<file path="src/rtl/twiddle_pkg.sv">
// Shared types and constants for the twiddle fetch sequencer and its output FIFO.
package twiddle_pkg;

  typedef enum logic [1:0] {
    ST_IDLE  = 2'd0,
    ST_FETCH = 2'd1,
    ST_DRAIN = 2'd2
  } twf_state_e;

  localparam int TWF_FIFO_DEPTH = 4;
  localparam int TWF_TW_W       = 16;
  localparam int TWF_PTR_W      = $clog2(TWF_FIFO_DEPTH);
  localparam int TWF_CNT_W      = TWF_PTR_W + 1;

  // Words buffered plus words still travelling through the address/ROM stages.
  function automatic logic [TWF_CNT_W-1:0] twf_occupancy(
    input logic [TWF_CNT_W-1:0] fifo_cnt,
    input logic                 issue_vld,
    input logic                 rom_vld
  );
    return fifo_cnt + TWF_CNT_W'(issue_vld) + TWF_CNT_W'(rom_vld);
  endfunction

endpackage

</file>
<file path="src/rtl/twf_out_fifo.sv">
// 4-entry synchronous FIFO holding twiddle word, ROM index and last flag.
module twf_out_fifo
  import twiddle_pkg::*;
#(
  parameter int DW = TWF_TW_W,
  parameter int AW = 5
) (
  input  logic                 clk,
  input  logic                 rst,
  input  logic                 wr_en,
  input  logic [DW-1:0]        wr_data,
  input  logic [AW-1:0]        wr_index,
  input  logic                 wr_last,
  input  logic                 rd_en,
  output logic [DW-1:0]        rd_data,
  output logic [AW-1:0]        rd_index,
  output logic                 rd_last,
  output logic                 empty,
  output logic [TWF_CNT_W-1:0] count
);

  typedef struct packed {
    logic [DW-1:0] data;
    logic [AW-1:0] idx;
    logic          last;
  } ent_t;

  localparam logic [TWF_CNT_W-1:0] CAP = TWF_CNT_W'(TWF_FIFO_DEPTH);

  ent_t                 mem_q [TWF_FIFO_DEPTH];
  ent_t                 head;
  logic [TWF_PTR_W-1:0] wr_ptr_q, wr_ptr_d;
  logic [TWF_PTR_W-1:0] rd_ptr_q, rd_ptr_d;
  logic [TWF_CNT_W-1:0] count_q, count_d;
  logic                 do_wr, do_rd;

  always_comb begin
    do_rd    = rd_en && (count_q != '0);
    do_wr    = wr_en && ((count_q != CAP) || do_rd);
    wr_ptr_d = do_wr ? wr_ptr_q + TWF_PTR_W'(1) : wr_ptr_q;
    rd_ptr_d = do_rd ? rd_ptr_q + TWF_PTR_W'(1) : rd_ptr_q;
    count_d  = count_q;
    if (do_wr && !do_rd) begin
      count_d = count_q + TWF_CNT_W'(1);
    end else if (do_rd && !do_wr) begin
      count_d = count_q - TWF_CNT_W'(1);
    end
  end

  always_ff @(posedge clk or posedge rst) begin
    if (rst) begin
      wr_ptr_q <= '0;
      rd_ptr_q <= '0;
      count_q  <= '0;
    end else begin
      wr_ptr_q <= wr_ptr_d;
      rd_ptr_q <= rd_ptr_d;
      count_q  <= count_d;
    end
  end

  always_ff @(posedge clk) begin
    if (do_wr) begin
      mem_q[wr_ptr_q] <= '{data: wr_data, idx: wr_index, last: wr_last};
    end
  end

  // Storage is not reset; the head is gated so outputs read zero while empty.
  always_comb begin
    head     = mem_q[rd_ptr_q];
    empty    = (count_q == '0);
    rd_data  = empty ? '0 : head.data;
    rd_index = empty ? '0 : head.idx;
    rd_last  = empty ? 1'b0 : head.last;
    count    = count_q;
  end

endmodule

</file>
<file path="src/rtl/twiddle_fetch_seq.sv">
// Streams DEPTH twiddle words from a 1-cycle-latency ROM into a ready/valid port.
// Optional TWF_LOOP_EN adds a loop input that restarts at address 0 without draining.
module twiddle_fetch_seq
  import twiddle_pkg::*;
#(
  parameter int DEPTH = 28,
  parameter int AW    = 5,
  parameter int DW    = TWF_TW_W
) (
  input  logic          clk,
  input  logic          rst,
  input  logic          start,
`ifdef TWF_LOOP_EN
  input  logic          loop,
`endif
  output logic [AW-1:0] rom_addr,
  input  logic [DW-1:0] rom_data,
  output logic [DW-1:0] tw_data,
  output logic [AW-1:0] tw_index,
  output logic          tw_valid,
  input  logic          tw_ready,
  output logic          tw_last,
  output logic          busy,
  output logic          done
);

  localparam logic [AW-1:0]        LAST_IDX = AW'(DEPTH - 1);
  localparam logic [TWF_CNT_W-1:0] CAP      = TWF_CNT_W'(TWF_FIFO_DEPTH);

  twf_state_e           state_q, state_d;
  logic [AW-1:0]        addr_q, addr_d;
  logic                 issue_vld_q, issue_vld_d;
  logic                 rom_vld_q, rom_vld_d;
  logic [AW-1:0]        rom_idx_q, rom_idx_d;
  logic                 done_q, done_d;
  logic                 loop_en;
  logic                 can_issue;
  logic                 final_xfer;
  logic [TWF_CNT_W-1:0] fifo_count;
  logic                 fifo_empty;

`ifdef TWF_LOOP_EN
  assign loop_en = loop;
`else
  assign loop_en = 1'b0;
`endif

  // Issuing only while total occupancy < 4 reserves a FIFO slot for every in-flight read.
  assign can_issue  = twf_occupancy(fifo_count, issue_vld_q, rom_vld_q) < CAP;
  // The very last word is the only one left anywhere once nothing is in flight.
  assign final_xfer = tw_valid && tw_ready && tw_last && (fifo_count == TWF_CNT_W'(1))
                      && !issue_vld_q && !rom_vld_q;

  always_comb begin
    state_d     = state_q;
    addr_d      = addr_q;
    issue_vld_d = 1'b0;
    done_d      = 1'b0;
    rom_vld_d   = issue_vld_q;
    rom_idx_d   = addr_q;
    case (state_q)
      ST_IDLE: begin
        if (start) begin
          addr_d      = '0;
          issue_vld_d = 1'b1;
          state_d     = ((LAST_IDX == '0) && !loop_en) ? ST_DRAIN : ST_FETCH;
        end
      end
      ST_FETCH: begin
        if (can_issue) begin
          addr_d      = (addr_q == LAST_IDX) ? '0 : addr_q + AW'(1);
          issue_vld_d = 1'b1;
          if ((addr_d == LAST_IDX) && !loop_en) begin
            state_d = ST_DRAIN;
          end
        end
      end
      ST_DRAIN: begin
        if (final_xfer) begin
          state_d = ST_IDLE;
          done_d  = 1'b1;
        end
      end
      default: state_d = ST_IDLE;
    endcase
  end

  always_ff @(posedge clk or posedge rst) begin
    if (rst) begin
      state_q     <= ST_IDLE;
      addr_q      <= '0;
      issue_vld_q <= 1'b0;
      rom_vld_q   <= 1'b0;
      done_q      <= 1'b0;
    end else begin
      state_q     <= state_d;
      addr_q      <= addr_d;
      issue_vld_q <= issue_vld_d;
      rom_vld_q   <= rom_vld_d;
      done_q      <= done_d;
    end
  end

  // ROM stage: index travels with the read so it lines up with rom_data.
  always_ff @(posedge clk) begin
    rom_idx_q <= rom_idx_d;
  end

  twf_out_fifo #(
    .DW(DW),
    .AW(AW)
  ) u_fifo (
    .clk      (clk),
    .rst      (rst),
    .wr_en    (rom_vld_q),
    .wr_data  (rom_data),
    .wr_index (rom_idx_q),
    .wr_last  (rom_idx_q == LAST_IDX),
    .rd_en    (tw_valid && tw_ready),
    .rd_data  (tw_data),
    .rd_index (tw_index),
    .rd_last  (tw_last),
    .empty    (fifo_empty),
    .count    (fifo_count)
  );

  assign tw_valid = !fifo_empty;
  assign rom_addr = addr_q;
  assign busy     = (state_q != ST_IDLE);
  assign done     = done_q;

endmodule

</file>
<file path="config.mk">
export PLATFORM = sky130hd
export DESIGN_NAME = twiddle_fetch_seq
export DESIGN_NICKNAME = d
export VERILOG_FILES = /design/src/rtl/twiddle_pkg.sv /design/src/rtl/twf_out_fifo.sv /design/src/rtl/twiddle_fetch_seq.sv
export SDC_FILE = /design/constraint.sdc
export NUM_CORES = 1
export LEC_CHECK = 0
export BUFFER_PORTS_ARGS = -buffer_cell sky130_fd_sc_hd__clkbuf_2
export CORE_MARGIN = 5
export CORE_UTILIZATION = 62
export CTS_CLUSTER_DIAMETER = 40
export DETAILED_ROUTE_END_ITERATION = 8
export PLACE_DENSITY = 0.84
export SLEW_MARGIN = 20
export SYNTH_ARGS = -nofsm -noshare
export SYNTH_HDL_FRONTEND = slang
export SYNTH_SLANG_ARGS = --single-unit
</file>
<file path="constraint.sdc">
create_clock -name clk -period 3.2 [get_ports clk]
set_input_delay 0 -clock clk [delete_from_list [all_inputs] [get_ports clk]]
set_output_delay 0 -clock clk [all_outputs]
set_load 0.05 [all_outputs]
</file>
==> metrics.md <==
| Metric | Value |
|---|---|
| Die Footprint | `9103 sq um` |
| Area leader, netlist | `edfxtp_1` |
| Nets | `roughly 370` |
| Register area share after synthesis | `around 70%` |
| Met3 Usage GRT | `3.867%` |
| Adder-cell share of the synthesized area | `between 3 and 4%` |
| Io pins | `50` |
| R2r endpoint | `u_fifo.mem_q[0][10]` |
| Via/cell ratio | `around 5.5` |
| Complex-gate fraction of the synthesized area | `under 10%` |
| Crit. End Element | `output pin` |
| Cell area after synthesis | `4523 sq um` |
| Async set-reset flop share out of synthesis | `about 15%` |
| Share of cells above drive strength 1 | `28.11%` |
| Hpwl dp | `just under 5000 um` |
| Placeable Area | `7176 sq um` |
| Worst-path maximum fanout | `19` |
| CTS max path bufs | `2` |
| ANT nets after route | `0` |
| Routability cong. | `around 0.80` |
| Fin crit share | `71.68%` |
| Crit Path Class | `reg -> out` |
| R2R Setup Slk | `1150 ps` |
| TritonCTS Buffers | `9` |
| GRT Total Usage | `between 10% and 20%` |
| Starting density of the core | `approximately 63%` |
| Pin count of the biggest net entering global routing | `27` |
| Ant. Diodes | `0` |
| R2r worst-path depth | `5` |
| Syn-to-layout area delta | `15.99%` |
| CP arrival | `2290 ps` |
| Vias in the first global route | `2482` |
| Peak Freq | `roughly 0.44 GHz` |
| Port bufs | `just under 50` |
| Crit-path max cell delay | `~570 ps` |
| Status | `finished, final reports clean` |
| Final Skew | `between 10 and 15 ps` |
| Syn avg cell area | `~18 sq um` |
| CP startpoint kind | `flip-flop` |
| Syn nets | `290` |
| Die width | `about 95 um` |
| CTS Sinks | `110` |
| RSZ-0062 raised after global routing | `false` |
| Worst path slowest cell | `mux4_2` |
| Final instance area | `5246 sq um` |
| Placed Area | `4861 sq um` |
| Xor and xnor area share after synthesis | `around 1.4%` |
| Clock transition at path regs | `approximately 90 ps` |
| FF+latch count, synth | `110` |
| Synth top area share | `58.42%` |
| Post-synth EDFFs | `88` |
| Routed wire length | `7664 um` |
| Most used DFF post-synth | `edfxtp_1` |
| Final global-route overflow total | `0` |
| Remaining DRCs | `0` |
| TritonCTS clock tree | `built` |
| Initial antenna violation count | `0` |
| Yosys Warn Count | `0` |
| Post-synthesis mux area share | `11.73%` |
| Critical-path cell list | `buf_4, mux4_2, and2_1, clkbuf_2` |
| Root Buffer | `clkbuf_8` |
| CP required | `~3200 ps` |
| Met1 Use GR | `22.75%` |
| RR Startpoint | `u_fifo.count[0]` |
| Setup-failing EPs final | `0` |
| Setup tns final | `0 ps` |
| Via count | `about 2400` |
| Max Cap Viol | `0` |
| Met2 usage | `32.77%` |
| Worst Hold Class | `in -> async` |
| Worst-Skew Late Latency | `360 ps` |
| Simple-gate share of the synthesized area | `under 10%` |
| Number of DRC markers in iteration 0 | `98` |
| Max Slew Vio Count | `0` |
| Main combinational cell family by area after synthesis | `multiplexers` |
| Count leader, synth | `edfxtp_1` |
| Row cnt | `31` |
| Synth area leaders | `edfxtp_1 (58%), mux4_2 (11%), dfrtp_1 (9.4%)` |
| Library cells used by synthesis | `38` |
| Final hold viol count | `0` |
| First-pass GRT wire length | `about 12000 um` |
| Post-synthesis cell count | `258` |
| H-tree depth | `3` |
| Pre-Repair DR Iteration Count | `4` |
| Rel. slew slack | `around 57%` |
| Minimum clock period | `between 2000 and 2500 ps` |
| Synth cell count leaders | `edfxtp_1 (88), and2_1 (27), mux4_2 (22)` |
| Slew of the pin with the lowest slew margin | `between 600 and 700 ps` |
| Grt peak-use layer | `met2` |
| Die height | `between 90 and 100 um` |
| Post-DR wirelength/cell | `around 18 um` |
registers in the layout (all words and copies together), names as in the netlist:
signal / flops
u_fifo.mem_q: 88
u_fifo.rd_ptr_q: 2
rom_vld_q: 1
done: 1
rom_idx_q: 5
u_fifo.count: 3
state_q: 2
u_fifo.wr_ptr_q: 2
rom_addr: 5
issue_vld_q: 1
worst max path at each step:
stage | slack (ps) | end | depth (start not counted) | from
floorplan | 1110 | u_fifo.mem_q[0][0] | 4 | u_fifo.count[0]
global placement | 1210 | u_fifo.mem_q[2][9] | 5 | u_fifo.count[0]
detailed placement | 1140 | u_fifo.mem_q[3][9] | 5 | u_fifo.count[0]
CTS | 850 | tw_data[13] | 4 | u_fifo.rd_ptr_q[0]
global route | 760 | tw_index[0] | 4 | u_fifo.rd_ptr_q[0]
finish | 910 | tw_index[0] | 4 | u_fifo.rd_ptr_q[0]
stage by stage:
step | instances | hold WS, ps | setup slack [ps] | util, %
floorplan | 258 | -73.93 | 1108 | -
global placement | 402 | 105.7 | 1211 | 67.74
global route | 437 | 301.4 | 758.4 | 73.11
CTS | 437 | 268.9 | 850.1 | 73.11
finish | 437 | 253.4 | 906.2 | 73.11
detailed placement | 402 | 119.0 | 1139 | 67.74
cell usage in the layout (no fill, tap or decap), types with 2 or more instances in the layout:
master         instances
edfxtp_1              88
clkbuf_1               2
o21ai_0                7
nand3b_1               2
mux4_2                22
clkbuf_8              10
and2_1                27
nand2_1               10
mux2i_1                2
nand3_1                6
xnor2_1                5
and4b_1                2
nor3b_1                2
inv_1                 10
dfxtp_1                5
dlygate4sd3_1         19
o2bb2ai_1              2
dfrtp_1               17
xor2_1                 2
buf_4                  7
ha_1                  12
a21oi_1                3
nand2b_1               2
clkbuf_2              49
nor2_1                 6
worst max-delay path: cells and delay by family (launching register included):
family	cells	cell delay, ps
buf+inv	2	660
mux	1	570
flops	1	540
simple gates	1	170
timing repair:
item | 4_1_cts | 5_1_grt
endpoints found under the setup margin | 0 | 0
resized for setup | 0 | 0
hold endpoints to repair | 86 | 0
hold buffers | 19 | 0
setup buffers | 0 | 0
metal layers:
metal	part of all wire [%]	routed length, um
met1	41	3125
met3	3.6	273
met5	0	0
met2	53	4090
met4	2.3	174
logic make-up (layout without fill, tap and decap cells):
| kind of cell | count (synthesis) | count (layout) |
|---|---|---|
| flops | 110 | 110 |
| simple gates | 66 | 66 |
| mux | 25 | 25 |
| buf+inv | 21 | 101 |
| compound gates | 17 | 17 |
| fa+ha+maj | 12 | 12 |
| xor+xnor | 7 | 7 |
cell type report:
class,count,area (sq um)
Fill cell,435,1929
Tap cell,99,123.9
Inverter,10,37.54
Clock buffer,13,170.2
Sequential cell,110,3168
Clock inverter,3,25.02
Multi-Input combinational cell,127,1234
Timing Repair Buffer,75,488.0
Power is left out: the tool's default activity adds up to more than one toggle a clock period on the data nets, which glitch-free logic cannot reach.
